===== config.mk =====
export PLATFORM = sky130hd
export DESIGN_NAME = rgb_pwm_fader
export DESIGN_NICKNAME = d
export VERILOG_FILES = /design/src/rtl/rgb_pwm_fader.sv
export SDC_FILE = /design/constraint.sdc
export NUM_CORES = 1
export LEC_CHECK = 0
export CAP_MARGIN = 20
export CELL_PAD_IN_SITES_DETAIL_PLACEMENT = 1
export CELL_PAD_IN_SITES_GLOBAL_PLACEMENT = 1
export CORE_MARGIN = 1.5
export CORE_UTILIZATION = 51
export DETAILED_ROUTE_END_ITERATION = 8
export PLACE_DENSITY_LB_ADDON = 0.1
export SYNTH_ARGS = -nofsm -noshare
export SYNTH_HDL_FRONTEND = slang
export SYNTH_SLANG_ARGS = --single-unit

===== constraint.sdc =====
create_clock -name clki -period 8.8 [get_ports clki]
set_input_delay 0.88 -clock clki [delete_from_list [all_inputs] [get_ports clki]]
set_output_delay 0.88 -clock clki [all_outputs]
set_load 0.01 [all_outputs]

===== src/rtl/rgb_pwm_fader.sv =====
// rgb_pwm_fader
//   Drives the three PWM enables of the iCE40 SB_RGBA_DRV LED macro. A target
//   colour and fade rate are accepted over a valid/ready handshake. Each channel
//   then ramps one LSB per fade tick towards its target. The duty used by the PWM
//   comparator is only reloaded at the end of a PWM period, so no pulse is ever
//   cut short or stretched.
//
// Ports
//   clki                        module clock, rising edge
//   rst                         synchronous active-high reset
//   cfg_valid / cfg_ready       request handshake
//   cfg_red/green/blue          target duty per channel (PWM_BITS)
//   cfg_div                     fade tick period minus one, in clki cycles
//   pwm_red/green/blue          to RGB2PWM / RGB1PWM / RGB0PWM
//   busy                        fade in progress
//   done                        one-cycle pulse when a fade completes
module rgb_pwm_fader #(
  parameter int PWM_BITS = 8,
  parameter int DIV_BITS = 16
) (
  input  logic                clki,
  input  logic                rst,
  input  logic                cfg_valid,
  output logic                cfg_ready,
  input  logic [PWM_BITS-1:0] cfg_red,
  input  logic [PWM_BITS-1:0] cfg_green,
  input  logic [PWM_BITS-1:0] cfg_blue,
  input  logic [DIV_BITS-1:0] cfg_div,
  output logic                pwm_red,
  output logic                pwm_green,
  output logic                pwm_blue,
  output logic                busy,
  output logic                done
);

  typedef enum logic {IDLE, FADING} state_t;

  // Channel index: 0 = red, 1 = green, 2 = blue.
  state_t              state, state_nxt;
  logic [PWM_BITS-1:0] cnt_p0;
  logic [DIV_BITS-1:0] presc_p0;
  logic [DIV_BITS-1:0] div_p0;
  logic [PWM_BITS-1:0] cfg_col [3];
  logic [PWM_BITS-1:0] cur_p0 [3];
  logic [PWM_BITS-1:0] tgt_p0 [3];
  logic [PWM_BITS-1:0] shadow_p0 [3];
  logic [2:0]          pwm_p1;
  logic                accept;
  logic                all_eq;
  logic                tick;

  // One saturating step towards the target; never overshoots or wraps.
  function automatic logic [PWM_BITS-1:0] step_toward(input logic [PWM_BITS-1:0] c,
                                                      input logic [PWM_BITS-1:0] t);
    if (c < t)      return c + 1'b1;
    else if (c > t) return c - 1'b1;
    else            return c;
  endfunction

  assign cfg_col[0] = cfg_red;
  assign cfg_col[1] = cfg_green;
  assign cfg_col[2] = cfg_blue;

  assign accept = cfg_valid && cfg_ready;
  assign all_eq = (cur_p0[0] == tgt_p0[0]) && (cur_p0[1] == tgt_p0[1]) &&
                  (cur_p0[2] == tgt_p0[2]);
  // Completion is checked before stepping, so no tick is issued once settled.
  assign tick   = (state == FADING) && !all_eq && (presc_p0 == div_p0);

  // FSM state register
  always_ff @(posedge clki) begin
    if (rst) state <= IDLE;
    else     state <= state_nxt;
  end

  // FSM next-state logic
  always_comb begin
    state_nxt = state;
    case (state)
      IDLE:    if (cfg_valid) state_nxt = FADING;
      FADING:  if (all_eq)    state_nxt = IDLE;
      default: state_nxt = IDLE;
    endcase
  end

  // FSM outputs
  always_comb begin
    cfg_ready = (state == IDLE);
    busy      = (state == FADING);
  end

  // Completion pulse, coincident with cfg_ready returning high
  always_ff @(posedge clki) begin
    if (rst) done <= 1'b0;
    else     done <= (state == FADING) && all_eq;
  end

  // Stage p0: PWM counter, fade prescaler, request latch and duty ramp
  always_ff @(posedge clki) begin
    if (rst) begin
      cnt_p0   <= '0;
      presc_p0 <= '0;
      div_p0   <= '0;
      for (int i = 0; i < 3; i++) begin
        cur_p0[i]    <= '0;
        tgt_p0[i]    <= '0;
        shadow_p0[i] <= '0;
      end
    end else begin
      cnt_p0 <= cnt_p0 + 1'b1;

      if (accept) begin
        div_p0   <= cfg_div;
        presc_p0 <= '0;
        for (int i = 0; i < 3; i++) tgt_p0[i] <= cfg_col[i];
      end else if ((state == FADING) && !all_eq) begin
        presc_p0 <= (presc_p0 == div_p0) ? '0 : presc_p0 + 1'b1;
      end

      if (tick) begin
        for (int i = 0; i < 3; i++) cur_p0[i] <= step_toward(cur_p0[i], tgt_p0[i]);
      end

      // Reload on the last count of a period so the new duty starts at cnt == 0.
      if (&cnt_p0) begin
        for (int i = 0; i < 3; i++) shadow_p0[i] <= cur_p0[i];
      end
    end
  end

  // Stage p1: registered PWM compare
  always_ff @(posedge clki) begin
    if (rst) begin
      pwm_p1 <= '0;
    end else begin
      for (int i = 0; i < 3; i++) pwm_p1[i] <= (cnt_p0 < shadow_p0[i]);
    end
  end

  assign pwm_red   = pwm_p1[0];
  assign pwm_green = pwm_p1[1];
  assign pwm_blue  = pwm_p1[2];

endmodule


==> run summary <==
The logs give 2 for the largest buffer count on any clock path and 1.631 mW for the power consumption. Static timing analysis puts the maximum clock frequency at 276.1 MHz. 49 I/O pins were placed. The flow ran to the end, and the final reports show no timing, DRC or antenna violations. The number of clock buffers inserted by TritonCTS is 17. The final-layout fill cell count came out at 1287.

The worst-margin pin slew was 1.016 ns. The proportion of power drawn by flip-flops and latches was 0.387. Power spread over the standard cell area amounts to 210.3 nW/um^2. The register clock-pin slew on the reported worst setup and hold paths works out to 0.05 ns.

The tree is rooted in a sky130_fd_sc_hd__clkbuf_16. The CTS sink count was 117. In the final layout, flip-flops and latches occupy 3063 um^2.

The later pin in the worst-skew pair is clocked with a latency of 0.42 ns. The floorplan step defined a die boundary enclosing 13320 um^2. The routed layout has 4659 vias.

The tool flagged a number of max-cap violations equal to 0. The worst setup path is launched from a flip-flop. Largest clock skew in the final design: 0.008631 ns. The repair_antennas step left the layout with diodes totalling 0.

The switching power total came out at 0.4112 mW. Setup violations remaining at the end of the flow were counted as 0. The first global-routing pass estimated 25790 um of wire. The setup TNS is 0 ns, and the fraction of layout cells with a size suffix above 1 is 0.06922. The worst ir drop on vdd came out at 0.0001340 V. Share of synthesized registers carrying an async set or reset: 0.

Dividing the detail-routed wire length by the instance count gives 18.40 um. The total area inside the core boundary comes to 12160 um^2. The tools report the final hold violation count as 0. The global-route usage over all layers was 0.2554. In this run the static leakage power is 3.168 nW.

The smallest clock period supported by the final layout is computed as 3.622 ns. Post-synthesis cell type with the largest combined area: sky130_fd_sc_hd__edfxtp_1. The switching power as a share of total power works out to 0.2521.

Path category of the worst min-delay check: reg2reg. In the routed layout, each cell is associated on average with a via count of 5.501. For the number of library cell types mapped by synthesis, the log shows 44. Counting flops and latches in the post-synthesis netlist gives 117. Entering global routing, the biggest net connects 33 pins. The total overflow left after global routing is 0. Count of nets after finishing: 777. The floorplan step set the die height to 115.4 um. The number of nets in the synthesized netlist is 719.

A synthesized cell averages 10.60 um^2. In the final layout, the multi-input gates occupy 3097 um^2. The post-layout utilization of the core is 0.6377, and the number of antenna violations at the first check in global routing is 0. STA puts the critical path data required time at 8.94 ns.

The post-detailed-route DRC marker count came out at 0. The synthesis warning total is 0. Synthesis produced a netlist whose cell count is 608. The run gives 0.457 as the fraction of power consumed by the clock network. TritonCTS built the clock tree. Dominant synthesized flop cell: sky130_fd_sc_hd__edfxtp_1. Setup repair after global routing left no endpoint under its margin. The tools report the wire length after detailed routing as 15590 um.

The tools report the post-detailed-route count of antenna-violating nets as 0. The logs give 0 for the number of buffers inserted by post-CTS setup repair and 11010 um for the half-perimeter wire length of the detailed placement result. The number of instances resized during post-cts repair is 0.

The first TritonRoute pass finished after 4 iterations. From left edge to right edge, the die measures 115.4 um. The tools report the worst-case headroom to the max-slew limit as 0.3217.

The highest net fanout along the worst path works out to 8. The worst setup path is of the reg2reg kind. After the first detailed-routing iteration, the DRC count stood at 324. The portion of total power attributed to combinational logic is 0.156, and the number of global-route vias before repair is 5221. The count of final max-slew check failures is 0. In this run, synthesis inferred 72 flip-flops with an integrated enable. The final cycle utilization of the critical path is 0.4116.

By area the synthesized netlist is led by sky130_fd_sc_hd__edfxtp_1 (34%), sky130_fd_sc_hd__dfxtp_1 (14%), sky130_fd_sc_hd__ha_1 (13%), sky130_fd_sc_hd__and2_1 (4.3%), sky130_fd_sc_hd__xnor2_1 (4.2%). STA classifies the critical path endpoint as a flip-flop. The total number of placement rows was 40; the routability congestion estimate was 0.7798.

In this run the number of H-tree levels came out at 4. The tools report the arrival time of the worst setup path as 3.76 ns. The area overhead of the layout relative to synthesis is 20.37%, and the number of buffer cells added on primary ports is 48. The internal power consumption is 1.220 mW, and the starting utilization of the core area is 0.5297. The count of hold-fix buffers inserted at cts was 0. The sequential-to-total area share from yosys stat is 0.4754. The area fraction of the dominant cell type after synthesis came out at 0.3356.

Summing every instance area after synthesis gives 6442 um^2.
flip-flops by register name, indices dropped and copies added, names as in the netlist:
name / flops
pwm_p1: 3
busy: 1
cur_p0: 24
cnt_p0: 8
shadow_p0: 24
done: 1
presc_p0: 16
tgt_p0: 24
div_p0: 16
critical path, stage by stage (launching register included):
cell                       delay, ns
sky130_fd_sc_hd__edfxtp_1       0.44
sky130_fd_sc_hd__ha_1           0.35
sky130_fd_sc_hd__o21ai_0        0.15
sky130_fd_sc_hd__a21oi_1        0.31
sky130_fd_sc_hd__nor2_1         0.08
sky130_fd_sc_hd__o21bai_1       0.64
sky130_fd_sc_hd__ha_1           0.41
sky130_fd_sc_hd__a21o_1         0.17
sky130_fd_sc_hd__a21oi_1        0.27
sky130_fd_sc_hd__o21bai_1       0.10
sky130_fd_sc_hd__a21oi_1        0.17
sky130_fd_sc_hd__xor2_1         0.20
sky130_fd_sc_hd__nor2_1         0.05
layout by cell type, fill, tap and decap left out, drive strengths merged, types with 9 or more instances in the layout:
cell | synthesis | final
a21oi | 27 | 27
nor4 | 9 | 9
inv | 55 | 58
dfxtp | 45 | 45
a21o | 9 | 9
ha | 65 | 65
clkbuf | 11 | 20
xor2 | 22 | 22
and2 | 44 | 44
a22o | 16 | 16
o21ai | 16 | 16
nor2 | 72 | 72
nand2 | 20 | 20
clkdlybuf4s50 | 0 | 48
nand4 | 15 | 15
edfxtp | 72 | 72
xnor2 | 31 | 31
cell families (layout without fill, tap and decap cells):
group / after synthesis / after routing / synth area share
XOR/XNOR: 53 / 53 / 0.07205
flip-flops: 117 / 117 / 0.4754
AO/OA/AOI/OAI: 89 / 89 / 0.09788
buffers and inverters: 70 / 141 / 0.04486
AND/OR/NAND/NOR: 210 / 210 / 0.1727
multiplexers: 1 / 1 / 0.001554
adder cells (fa/ha/maj): 68 / 68 / 0.1356
routing by layer:
metal	up-vias	GRT usage	share of wire
li1	2259	-	-
met1	2290	0.2940	0.42
met2	77	0.4663	0.53
met3	33	0.04850	0.028
met4	0	0.1021	0.025
met5	-	0	0
final timing paths:
kind | from | end | slack (ns) | cells past startpoint
worst min-delay path | cnt_p0[0]$_SDFF_PP0_ | cnt_p0[0]$_SDFF_PP0_ | 0.50 | 1
worst max register to register | cur_p0[0][19]$_SDFFCE_PP0P_ | cur_p0[0][22]$_SDFFCE_PP0P_ | 5.18 | 12
worst min register to register | cnt_p0[0]$_SDFF_PP0_ | cnt_p0[0]$_SDFF_PP0_ | 0.50 | 1
worst max-delay path | cur_p0[0][19]$_SDFFCE_PP0P_ | cur_p0[0][22]$_SDFFCE_PP0P_ | 5.18 | 12
stage by stage:
stage | cells | instance area [um^2] | hold slack (ns) | setup WS (ns)
after floorplan | 608 | 6442 | 0.4389 | 5.913
after global placement | 813 | 7083 | 0.4773 | 5.494
after detailed placement | 814 | 7098 | 0.4944 | 5.352
after CTS | 846 | 7740 | 0.5013 | 5.223
after global routing | 847 | 7755 | 0.5326 | 4.964
final | 847 | 7755 | 0.4980 | 5.178
cell usage after synthesis (3+ instances only):
| master | count |
|---|---|
| sky130_fd_sc_hd__o311ai_0 | 3 |
| sky130_fd_sc_hd__nand4_1 | 14 |
| sky130_fd_sc_hd__o21ai_0 | 16 |
| sky130_fd_sc_hd__and4_1 | 4 |
| sky130_fd_sc_hd__or2_2 | 3 |
| sky130_fd_sc_hd__ha_1 | 65 |
| sky130_fd_sc_hd__a211oi_1 | 3 |
| sky130_fd_sc_hd__o41ai_1 | 3 |
| sky130_fd_sc_hd__or4_1 | 6 |
| sky130_fd_sc_hd__buf_6 | 3 |
| sky130_fd_sc_hd__xnor2_1 | 31 |
| sky130_fd_sc_hd__nor4_1 | 8 |
| sky130_fd_sc_hd__nand2b_1 | 8 |
| sky130_fd_sc_hd__nand3_1 | 8 |
| sky130_fd_sc_hd__nor3_1 | 5 |
| sky130_fd_sc_hd__o21bai_1 | 5 |
| sky130_fd_sc_hd__fa_1 | 3 |
| sky130_fd_sc_hd__edfxtp_1 | 72 |
| sky130_fd_sc_hd__and3_1 | 5 |
| sky130_fd_sc_hd__a21oi_1 | 26 |
| sky130_fd_sc_hd__and2_1 | 44 |
| sky130_fd_sc_hd__nor2_1 | 72 |
| sky130_fd_sc_hd__nor2b_1 | 5 |
| sky130_fd_sc_hd__nand2_1 | 18 |
| sky130_fd_sc_hd__a22o_1 | 16 |
| sky130_fd_sc_hd__or3_1 | 4 |
| sky130_fd_sc_hd__inv_1 | 55 |
| sky130_fd_sc_hd__dfxtp_1 | 45 |
| sky130_fd_sc_hd__xor2_1 | 22 |
| sky130_fd_sc_hd__clkbuf_1 | 10 |
| sky130_fd_sc_hd__a21o_1 | 9 |
| sky130_fd_sc_hd__o31a_1 | 3 |
power by group through the flow:
stage / Clock [mW] / Combinational, mW / Sequential, mW
finish: 0.745 / 0.255 / 0.631
global route: 0.770 / 0.282 / 0.634
CTS: 0.750 / 0.255 / 0.631
detailed placement: 0 / 0.247 / 0.642
global placement: 0 / 0.225 / 0.640
floorplan: 0 / 0.175 / 0.635
area by class of cell:
type | count | share of cell area
multi-input cells | 421 | 0.3993
flip-flops and latches | 117 | 0.3950
repair buffers | 53 | 0.06873
clock buffers | 20 | 0.06454
inverters | 56 | 0.02711
well taps | 168 | 0.02711
clock inverters | 12 | 0.01823
(Power assumes the default switching activity.)
